`src/rtl/serving_pkg.sv`:
```
// Shared types and constants for the two-slot serving counter.
package serving_pkg;

    typedef enum logic [1:0] {
        EMPTY   = 2'd0,
        PRESENT = 2'd1,
        DISCARD = 2'd2
    } slot_state_t;

    localparam logic [3:0] DISH_NONE = 4'd0;
    localparam int         NUM_SLOTS = 2;

endpackage

```
`src/rtl/serving_slot.sv`:
```
// One serving slot: holds a dish while presented, times it out into a discard
// animation, and returns to empty when claimed or when the animation ends.
module serving_slot
    import serving_pkg::*;
#(
    parameter int PRESENT_FRAMES = 30,
    parameter int DISCARD_FRAMES = 15
) (
    input  logic       clock,
    input  logic       reset,
    input  logic       accept,
    input  logic [3:0] dish,
    input  logic       clear,
    input  logic       tick,
    input  logic       run,
    output logic [1:0] state,
    output logic [3:0] code,
    output logic       discard
);

    localparam int MAX_FRAMES = (PRESENT_FRAMES > DISCARD_FRAMES) ? PRESENT_FRAMES : DISCARD_FRAMES;
    localparam int CNT_W      = $clog2(MAX_FRAMES + 1);

    slot_state_t      state_q, state_d;
    logic [3:0]       code_q, code_d;
    logic [CNT_W-1:0] cnt_q, cnt_d;
    logic [CNT_W-1:0] cnt_inc;
    logic             frame;

    assign cnt_inc = cnt_q + 1'b1;
    // Frame counters only advance while the game is running.
    assign frame   = tick & run;

    // NOTE: every signal gets a default before the case so no latch is inferred.
    always_comb begin
        state_d = state_q;
        code_d  = code_q;
        cnt_d   = cnt_q;
        discard = 1'b0;
        case (state_q)
            EMPTY: begin
                if (accept) begin
                    state_d = PRESENT;
                    code_d  = dish;
                    cnt_d   = '0;
                end
            end
            PRESENT: begin
                // A claim outranks a timeout landing in the same cycle.
                if (clear) begin
                    state_d = EMPTY;
                    code_d  = DISH_NONE;
                end else if (frame) begin
                    if (cnt_inc == CNT_W'(PRESENT_FRAMES)) begin
                        state_d = DISCARD;
                        code_d  = DISH_NONE;
                        cnt_d   = '0;
                        discard = 1'b1;
                    end else begin
                        cnt_d = cnt_inc;
                    end
                end
            end
            DISCARD: begin
                if (frame) begin
                    if (cnt_inc == CNT_W'(DISCARD_FRAMES)) begin
                        state_d = EMPTY;
                        cnt_d   = '0;
                    end else begin
                        cnt_d = cnt_inc;
                    end
                end
            end
            default: begin
                state_d = EMPTY;
                code_d  = DISH_NONE;
                cnt_d   = '0;
            end
        endcase
    end

    // NOTE: sequential state uses non-blocking assignments only.
    always_ff @(posedge clock or negedge reset) begin
        if (!reset) begin
            state_q <= EMPTY;
            code_q  <= DISH_NONE;
            cnt_q   <= '0;
        end else begin
            state_q <= state_d;
            code_q  <= code_d;
            cnt_q   <= cnt_d;
        end
    end

    assign state = state_q;
    assign code  = code_q;

endmodule

```
`src/rtl/serving_counter.sv`:
```
// Two-slot serving window: arbitrates player placements, presents dishes to the
// order logic and keeps a saturating tally of dishes that timed out.
module serving_counter
    import serving_pkg::*;
#(
    parameter int PRESENT_FRAMES = 30,
    parameter int DISCARD_FRAMES = 15
) (
    input  logic            clock,
    input  logic            reset,
    input  logic            vsync,
    input  logic            timer_go,
    input  logic [1:0]      place_req,
    input  logic [1:0]      place_slot,
    input  logic [1:0][3:0] place_dish,
    input  logic            clear_space0,
    input  logic            clear_space1,
    output logic [1:0][3:0] check_spaces,
    output logic [1:0]      place_ack,
    output logic [1:0]      place_nack,
    output logic [1:0][1:0] slot_state,
    output logic [7:0]      discard_count
);

    logic                 vsync_q;
    logic                 tick;
    logic [1:0]           ok;
    logic [1:0]           place_ack_d, place_ack_q;
    logic [1:0]           place_nack_d, place_nack_q;
    logic [7:0]           discard_count_d, discard_count_q;
    logic [8:0]           discard_sum;
    logic [NUM_SLOTS-1:0] accept;
    logic [NUM_SLOTS-1:0] clear;
    logic [NUM_SLOTS-1:0] discard;
    logic [3:0]           dish_sel [NUM_SLOTS];
    logic [1:0]           st       [NUM_SLOTS];

    assign tick  = vsync & ~vsync_q;
    assign clear = {clear_space1, clear_space0};

    always_comb begin
        for (int p = 0; p < 2; p++) begin
            ok[p] = place_req[p] & timer_go & (st[place_slot[p]] == EMPTY)
                  & (place_dish[p] != DISH_NONE);
        end
        // Player 0 wins a contested slot.
        place_ack_d[0] = ok[0];
        place_ack_d[1] = ok[1] & ~(ok[0] & (place_slot[0] == place_slot[1]));
        place_nack_d   = place_req & ~place_ack_d;

        for (int s = 0; s < NUM_SLOTS; s++) begin
            accept[s]   = 1'b0;
            dish_sel[s] = DISH_NONE;
            if (place_ack_d[0] && (32'(place_slot[0]) == s)) begin
                accept[s]   = 1'b1;
                dish_sel[s] = place_dish[0];
            end else if (place_ack_d[1] && (32'(place_slot[1]) == s)) begin
                accept[s]   = 1'b1;
                dish_sel[s] = place_dish[1];
            end
        end

        discard_sum     = {1'b0, discard_count_q} + 9'(discard[0]) + 9'(discard[1]);
        discard_count_d = (discard_sum > 9'd255) ? 8'hFF : discard_sum[7:0];
    end

    always_ff @(posedge clock or negedge reset) begin
        if (!reset) begin
            vsync_q         <= 1'b0;
            place_ack_q     <= '0;
            place_nack_q    <= '0;
            discard_count_q <= '0;
        end else begin
            vsync_q         <= vsync;
            place_ack_q     <= place_ack_d;
            place_nack_q    <= place_nack_d;
            discard_count_q <= discard_count_d;
        end
    end

    for (genvar s = 0; s < NUM_SLOTS; s++) begin : g_slot
        serving_slot #(
            .PRESENT_FRAMES(PRESENT_FRAMES),
            .DISCARD_FRAMES(DISCARD_FRAMES)
        ) u_slot (
            .clock  (clock),
            .reset  (reset),
            .accept (accept[s]),
            .dish   (dish_sel[s]),
            .clear  (clear[s]),
            .tick   (tick),
            .run    (timer_go),
            .state  (st[s]),
            .code   (check_spaces[s]),
            .discard(discard[s])
        );
        assign slot_state[s] = st[s];
    end

    assign place_ack     = place_ack_q;
    assign place_nack    = place_nack_q;
    assign discard_count = discard_count_q;

endmodule

```
`config.mk`:
```
export PLATFORM = sky130hd
export DESIGN_NAME = serving_counter
export DESIGN_NICKNAME = d
export VERILOG_FILES = /design/src/rtl/serving_pkg.sv /design/src/rtl/serving_slot.sv /design/src/rtl/serving_counter.sv
export SDC_FILE = /design/constraint.sdc
export NUM_CORES = 1
export LEC_CHECK = 0
export CAP_MARGIN = 40
export CORE_MARGIN = 2
export CORE_UTILIZATION = 50
export DETAILED_ROUTE_END_ITERATION = 12
export PLACE_DENSITY = 0.83
export REMOVE_ABC_BUFFERS = 1
export SYNTH_ARGS = -nofsm -noshare
export SYNTH_HDL_FRONTEND = slang
export SYNTH_SLANG_ARGS = --single-unit
```
`constraint.sdc`:
```
create_clock -name clock -period 3.8 [get_ports clock]
set_clock_uncertainty 0.05 [all_clocks]
set_input_delay 0.57 -clock clock [delete_from_list [all_inputs] [get_ports clock]]
set_output_delay 0.57 -clock clock [all_outputs]
set_load 0.03 [all_outputs]
```
==> results.sh <==
export IMPL_cp_top_family="adder cells"
export IMPL_cts_resized=0
export IMPL_tritoncts="done"
export IMPL_gp_congestion=0.848
export IMPL_cts_hold_buf=0
export IMPL_critPathCaptureType="flop"
export IMPL_avgRoutedWirePerCell_um=15.6
export IMPL_clock_sinks=35
export IMPL_path_buf_inv=1
export IMPL_dp_hpwl_um=4370
export IMPL_status="finished clean"
export IMPL_synth_edf_count=0
export IMPL_power_mw=1.36
export IMPL_core_area_um2=4790
export IMPL_area_growth_pct=22.4
export IMPL_core_rowCount=25
export IMPL_port_buffers=41
export IMPL_first_iter_violations=119
export IMPL_drc=0
export IMPL_worst_ep_arrival_time_ns=3.01
export IMPL_via_per_inst=5.91
export IMPL_drt_pass1_iter_count=4
export IMPL_fin_crit_sh_pct=75.7
export IMPL_ir_drop_mv=0.286
export IMPL_clk_latency_ns=0.29
export IMPL_ios=42
export IMPL_worst_setup_path_start_kind="flop"
export IMPL_grt_overflow=0
export IMPL_clk_pin_slew_ns=0.08
export IMPL_crit_slowest_cell="dfrtp_1"
export IMPL_h_tree_depth=2
export IMPL_ant_nets=0
export IMPL_path_class="flop to flop"
export IMPL_antenna_found_initial=0
export IMPL_maxCapViolations=0
export IMPL_ys_ff_latch=35
export IMPL_syn_avg_cell_area_um2=9.76
export IMPL_cts_setup_buffers=0
export IMPL_dieHeight_um=75.1
export IMPL_critPathRequiredTime_ns=3.93
export IMPL_relSlewSlack_pct=61.3
export IMPL_cts_made_buffers=5
export IMPL_p_leak_nw=1.25
export IMPL_worstMarginPinSlew_ns=0.576
export IMPL_grt_pass1_wl_um=9710
export IMPL_fin_hold_ws_ns=0.441
export IMPL_grt_total_usage_pct=22.3
export IMPL_crit_fanout=8
export IMPL_yosysWarnings=0
export IMPL_fmax_mhz=347
export IMPL_syn_area_um2=2530
export IMPL_drive_gt1_share_pct=12.7
export IMPL_powerDensity_nw_per_um2=439
export IMPL_vias=2206
export IMPL_root_buffer="clkbuf_8"
export IMPL_min_period_ns=2.88
export IMPL_grt_pass1_vias=2125
export IMPL_synth_distinct_cells=67
export IMPL_rsz0062_at_grt="no"
export IMPL_start_util_pct=52.8
export IMPL_grt_max_degree=36
export IMPL_r2r_slack_ns=0.92
export IMPL_drv_slew=0
export IMPL_synth_area_top_cells="dfrtp_1 (35%), ha_1 (6.4%), nand2_1 (4.0%), nand3_1 (2.8%), mux2_4 (2.4%)"
export IMPL_syn_inst=259
export IMPL_synth_area_leader_cell="dfrtp_1"
export IMPL_hold_path_class="flop to flop"
export IMPL_tns_ns=0
export IMPL_ys_async_sr_fraction_pct=100
export IMPL_die_width_um=75.1
export IMPL_hold_violations=0
export IMPL_die_area_um2=5640
export IMPL_nets=337
export IMPL_synth_ff_type="dfrtp_1"
export IMPL_cp_cell_sequence="inv_1, ha_1, nor2b_1, nand3_1, a211oi_1, fa_1, ha_1, nand3_1, nor3_1, a21oi_1"
export IMPL_setup_violations=0
export IMPL_clockBufferDepth=2
export IMPL_routed_wirelength_um=5800
export IMPL_antenna_cells=0
export IMPL_synth_seq_area_share_pct=34.7
export IMPL_synth_top_cell_area_share_pct=34.7
export IMPL_max_stage_delay_ns=0.48
state kept, by name, indices dropped and copies added (netlist names):
signal               flops
discard_count            8
g_slot.u_slot.cnt_q     10
g_slot.u_slot.code       8
g_slot.u_slot.state      4
place_ack                2
place_nack               2
vsync_q                  1
cell type report:
cell class              count  area (um^2)
multi-input cells         208         1580
well taps                  67         83.8
fillers                   406         1690
inverters                  13         48.8
clock buffers               6         72.6
flip-flops and latches     35          876
repair buffers             42          418
clock inverters             2         12.5
Yosys cell counts, types with 5 or more instances:
library cell,instances
a21boi_0,5
a21oi_1,7
dfrtp_1,35
ha_1,13
inv_1,13
nand2_1,27
nand2b_1,5
nand3_1,14
nor2_1,16
nor2b_1,6
nor3_1,8
o21a_1,5
o21ai_0,9
cells in the final DEF (no fill, tap or decap), types with 4 or more instances in the layout:
cell type and count:
nor2b_1 6, dfrtp_1 35, nand3_1 14, nor3_1 8
inv_1 13, mux2_1 4, clkdlybuf4s50_1 41, a31oi_1 4
nor2_1 16, o31a_1 4, nand2_1 27, clkbuf_8 5
ha_1 13, o21ai_0 9, or2_2 4, nand2b_1 5
o31ai_1 4, o21a_1 5, a21oi_1 7, a21boi_0 5
mux2_4 4, a32oi_1 4, nand4b_1 4
through the flow:
step	cells	area, um^2	utilization, %	setup slack (ns)
2_1_floorplan	256	2510	-	1.13
3_3_place_gp	365	3010	62.9	0.788
3_5_place_dp	365	3010	62.9	0.720
4_1_cts	373	3090	64.7	0.953
5_1_grt	373	3090	64.7	0.654
6_report	373	3090	64.7	0.922
layer usage:
layer | global-route usage (%) | vias up | routed length [um]
li1 | - | 1069 | -
met1 | 28.4 | 1083 | 2620
met2 | 37.6 | 46 | 2850
met3 | 4.42 | 8 | 243
met4 | 8.33 | 0 | 89
met5 | 0 | - | 0
worst paths after layout:
kind,startpoint,end,depth (start not counted)
max,g_slot[1].u_slot.state[1]$_DFFE_PN0P_,discard_count[6]$_DFF_PN0_,10
min,g_slot[1].u_slot.code[2]$_DFFE_PN0P_,g_slot[1].u_slot.code[2]$_DFFE_PN0P_,1
max reg2reg,g_slot[1].u_slot.state[1]$_DFFE_PN0P_,discard_count[6]$_DFF_PN0_,10
min reg2reg,g_slot[1].u_slot.code[2]$_DFFE_PN0P_,g_slot[1].u_slot.code[2]$_DFFE_PN0P_,1
max in group asynchronous,reset,g_slot[1].u_slot.cnt_q[2]$_DFFE_PN0P_,2
min in group asynchronous,reset,g_slot[0].u_slot.state[1]$_DFFE_PN0P_,2
worst reg2reg max path, stage by stage, from the launching register on:
cell	delay, ns
dfrtp_1	0.48
inv_1	0.12
ha_1	0.27
nor2b_1	0.36
nand3_1	0.12
a211oi_1	0.37
fa_1	0.35
ha_1	0.31
nand3_1	0.13
nor3_1	0.14
a21oi_1	0.06
kinds of logic (layout without fill, tap and decap cells):
family	count (synthesis)	count (layout)	share of synthesized area, %
and+or+nand+nor	106	106	23.8
AOI/OAI and AO/OA	74	74	25.1
DFF	35	35	34.7
buffers and inverters	16	63	2.72
adders and majority gates	14	14	7.23
muxes	11	11	5.40
xor gates and xnor gates	3	3	1.04
power breakdown:
| part | total (mW) | internal [mW] | switching [mW] |
|---|---|---|---|
| clock | 0.272 | 0.128 | 0.144 |
| combinational | 0.601 | 0.254 | 0.347 |
| sequential | 0.487 | 0.423 | 0.0645 |
| total | 1.36 | 0.805 | 0.555 |
No activity file was read; power rests on OpenSTA's default activity.
